<file path="config.mk">
export PLATFORM = sky130hd
export DESIGN_NAME = grey_to_nature
export DESIGN_NICKNAME = d
export VERILOG_FILES = /design/src/rtl/grey_to_nature.sv
export SDC_FILE = /design/constraint.sdc
export NUM_CORES = 1
export LEC_CHECK = 0
export BUFFER_PORTS_ARGS = -buffer_cell sky130_fd_sc_hd__buf_4
export CAP_MARGIN = 5
export CORE_AREA = 2 2 39 41
export CTS_CLUSTER_DIAMETER = 30
export DETAILED_ROUTE_END_ITERATION = 10
export DIE_AREA = 0 0 41 43
export PLACE_DENSITY = 0.41
export SLEW_MARGIN = 20
export SYNTH_ARGS = -nofsm -noshare
export SYNTH_HDL_FRONTEND = slang
export SYNTH_SLANG_ARGS = --single-unit
</file>
<file path="constraint.sdc">
create_clock -name clk -period 0.95 [get_ports clk]
set_clock_uncertainty 0.15 [all_clocks]
set_input_delay 0.1425 -clock clk [delete_from_list [all_inputs] [get_ports clk]]
set_output_delay 0.1425 -clock clk [all_outputs]
set_load 0.02 [all_outputs]
</file>
<file path="src/rtl/grey_to_nature.sv">
// grey_to_nature
//   Registered Gray-code to natural-binary converter. Intended for Gray values
//   that have already been synchronised into the local clock domain, such as
//   CDC FIFO pointers or encoder positions. The result is captured on each
//   enabled rising edge and held otherwise.
//
// Parameters
//   WIDTH       bit width of grey and nature. Legal range is 1..64.
//
// Ports
//   clk         rising-edge clock for all state
//   rst         asynchronous, active-high reset; clears every stage
//   en          conversion enable, sampled on rising clk
//   grey        Gray-coded input, sampled when en=1
//   nature      registered binary equivalent of the last enabled sample
//   nature_vld  high in each cycle where nature holds a freshly enabled result
//
// Build option
//   GREY2NATURE_PIPE_EN  When defined, an input register stage is added for
//                        grey and en. Latency then becomes 2 cycles. The port
//                        list is the same in both builds.

module grey_to_nature #(
  parameter int WIDTH = 4
) (
  input  logic             clk,
  input  logic             rst,
  input  logic             en,
  input  logic [WIDTH-1:0] grey,
  output logic [WIDTH-1:0] nature,
  output logic             nature_vld
);

  logic [WIDTH-1:0] src_grey;
  logic             src_en;
  logic [WIDTH-1:0] bin;

`ifdef GREY2NATURE_PIPE_EN
  logic [WIDTH-1:0] grey_q;
  logic             en_q;

  // Capture on every edge, regardless of en. The delayed en decides whether
  // the output stage loads or holds.
  always_ff @(posedge clk or posedge rst) begin
    if (rst) begin
      grey_q <= '0;
      en_q   <= 1'b0;
    end else begin
      grey_q <= grey;
      en_q   <= en;
    end
  end

  assign src_grey = grey_q;
  assign src_en   = en_q;
`else
  assign src_grey = grey;
  assign src_en   = en;
`endif

  // Binary bit i is the parity of all Gray bits from the MSB down to bit i.
  // Each bit is computed from its own slice of the input, so no bit of bin
  // depends on another bit of bin.
  for (genvar i = 0; i < WIDTH; i++) begin : g_conv
    assign bin[i] = ^src_grey[WIDTH-1:i];
  end

  always_ff @(posedge clk or posedge rst) begin
    if (rst) begin
      nature     <= '0;
      nature_vld <= 1'b0;
    end else begin
      nature_vld <= src_en;
      if (src_en) begin
        nature <= bin;
      end
    end
  end

endmodule

</file>
==> flow_metrics.py <==
metrics = {
    "route": {
        "wirelength_um": 440,
        "ant_nets": 0,
        "detail_route.vias_per_cell": 3.70,
        "drtIter0Drc": 0,
        "vias": 196,
        "firstDrtPassIters": 1,
        "drc_errors": 0,
        "wl_per_cell_um": 8.30,
    },
    "die": {
        "dieWidth_um": 41,
        "dieArea_um2": 1760,
        "dieHeight_um": 43,
        "ios": 12,
        "rows": 14,
        "core_area_um2": 1380,
        "start_util_pct": 15.6,
    },
    "place": {
        "port_buffers": 11,
        "dp_worst_setup_slack_ns": -0.140,
        "place_inst": 45,
        "gp_congestion": 0.630,
    },
    "worst_hold_path": {
        "whs_endpoint": "nature[3]",
        "min_path_cells": 2,
        "hp-class": "in2reg",
        "min_from": "grey[3]",
    },
    "timing": {
        "finalHoldViolations": 0,
        "setup_viol": 6,
        "fin_ws_ns": -0.120,
        "slew_headroom_pct": 87.5,
        "min_period_over_period_pct": 113,
        "clock.fmax_ghz": 0.935,
        "rsz0062_at_grt": "yes",
        "setup_tns_ns": -0.598,
        "slew_violations": 0,
        "tightest_slew_ns": 0.186,
        "post-route-min-period_ns": 1.07,
    },
    "logic_synthesis": {
        "syn-instance-count": 16,
        "synth_cell_types": 8,
        "syn_nets": 23,
        "yosys_warnings": 0,
        "synth_area_um2": 215,
        "avgSynthCellArea_um2": 13.5,
        "synth_seq_cells": 5,
        "seq_area_frac_synth_pct": 58.1,
    },
    "setup_path": {
        "r2r-end": "nature[1]",
        "start_kind": "flip-flop",
        "critical_path_buf_inv_count": 1,
        "worstSetupPathType": "reg2out",
        "crit_slowest_cell": "dfrtp_2",
        "cp_top_family": "flip-flops",
        "worstPathCellList": "buf_6",
        "cp_max_fo": 2,
        "cp.required_ns": 0.66,
        "critPathCaptureType": "output pin",
        "r2r_start": "nature[1]",
        "r2r_slack_ns": -0.09,
        "r2r_cells": 2,
        "worst_path_largest_cell_delay_ns": 0.40,
        "worstPathArrival_ns": 0.78,
    },
    "clock_tree": {
        "clock_sinks": 5,
        "cts_root_buf": "clkbuf_4",
        "cts_tree": "done",
        "h-tree-depth": 1,
        "insertion_delay_ns": 0.24,
        "path_clk_slew_ns": 0.04,
        "cts-buffers-inserted": 3,
        "clock_path_buffers": 2,
    },
    "global_routing": {
        "grt.total_usage_pct": 7.46,
        "grt_pass1_wl_um": 793,
        "grt_overflow": 0,
        "grt_pass1_vias": 189,
        "antenna_found_initial": 0,
        "grt_max_degree": 6,
    },
    "run": {
        "cap_violations": 0,
    },
    "finish": {
        "seqCellArea_um2": 128,
        "n_antenna_cell": 0,
        "layout_commonest_cell": "buf_4",
        "nets": 45,
        "multi_input_area_um2": 90.1,
        "n_fill_cell": 153,
        "final_cell_mix": "9 x buf_4, 6 x buf_6, 3 x xnor2_1, 3 x clkbuf_4, 3 x dfrtp_1",
        "post-route-util_pct": 30.7,
        "syn_to_final_growth_pct": 97.7,
        "drive_gt1_share_pct": 64.9,
        "instances_no_fill": 53,
    },
    "run_status": {
        "status": "finished, violations left",
        "violations": "negative setup slack",
    },
    "pwr": {
        "power_leakage_nw": 0.205,
        "p_per_area_nw_per_um2": 1750,
        "peakVddDrop_mv": 0.879,
    },
}
-- layer usage --
metal  GRT usage (%)  routed length (um)  share of wire, %  vias up
li1                -                   -                 -       94
met1            8.47                 183                42       90
met2            8.44                 200                45       12
met3            7.85                  56                13        0
met4            4.00                   0                 0        0
met5               0                   0                 0        -
-- stage by stage --
stage / instance area (um2) / hold WS (ns) / power, mW
after global routing: 425 / 0.0162 / 0.798
after floorplan: 218 / -0.229 / 0.353
after detailed placement: 335 / -0.0925 / 0.446
after global placement: 335 / -0.0988 / 0.443
final: 425 / 0.0151 / 0.745
after CTS: 408 / 0.0152 / 0.732
-- synthesized netlist by cell type --
cell type  instances  area (um2)
nor2_1             2        7.51
xnor2_2            1        16.3
xnor2_1            3        26.3
dfrtp_1            5         125
mux2_4             1        15.0
a21oi_1            2        10.0
inv_1              1        3.75
mux2_2             1        11.3
-- how the worst max path moves through the flow --
stage / to / start / slack (ns) / cells after the start
finish: nature[1] / nature[1] / -0.12 / 1
global route: nature[2] / nature[2] / -0.15 / 1
CTS: nature[1] / nature[1] / -0.13 / 1
detailed placement: nature[1] / grey[3] / -0.14 / 4
global placement: nature[1] / grey[3] / -0.14 / 4
floorplan: nature[1] / nature[1] / -0.02 / 1
-- flip-flops by register name, indices dropped and copies added (netlist names) --
| signal | cells |
|---|---|
| nature | 4 |
| nature_vld | 1 |
-- power breakdown --
group          total, mW  internal [mW]  switching (mW)  leakage (nW)
registers          0.265          0.245          0.0202        0.0553
logic              0.238          0.148          0.0896         0.135
clock network      0.242          0.159          0.0839        0.0150
-- kinds of logic after synthesis --
group	Yosys count	synth area share [%]
flip-flops	5	58.1
XOR/XNOR	4	19.8
AO/OA/AOI/OAI	2	4.65
multiplexers	2	12.2
AND/OR/NAND/NOR	2	3.49
buffers and inverters	1	1.74
-- cell type report --
class	instances	share of cell area [%]
clock buffer	4	6.18
inverter	1	0.882
multi-input combinational	10	21.2
sequential	5	30.0
tap	16	4.71
timing repair buffer	17	37.1
-- worst reg2reg max path, stage by stage, from the launching register on --
cell and delay [ns]:
dfrtp_2 0.40, buf_6 0.11, mux2_4 0.25
-- timing repair --
item	4_1_cts	5_1_grt
hold endpoints to repair	8	0
resized for setup	5	3
setup endpoints to repair	5	7
pin swaps	0	0
hold buffers	2	0
setup buffers	1	1
Note: power is estimated with default switching activity, not from simulation.
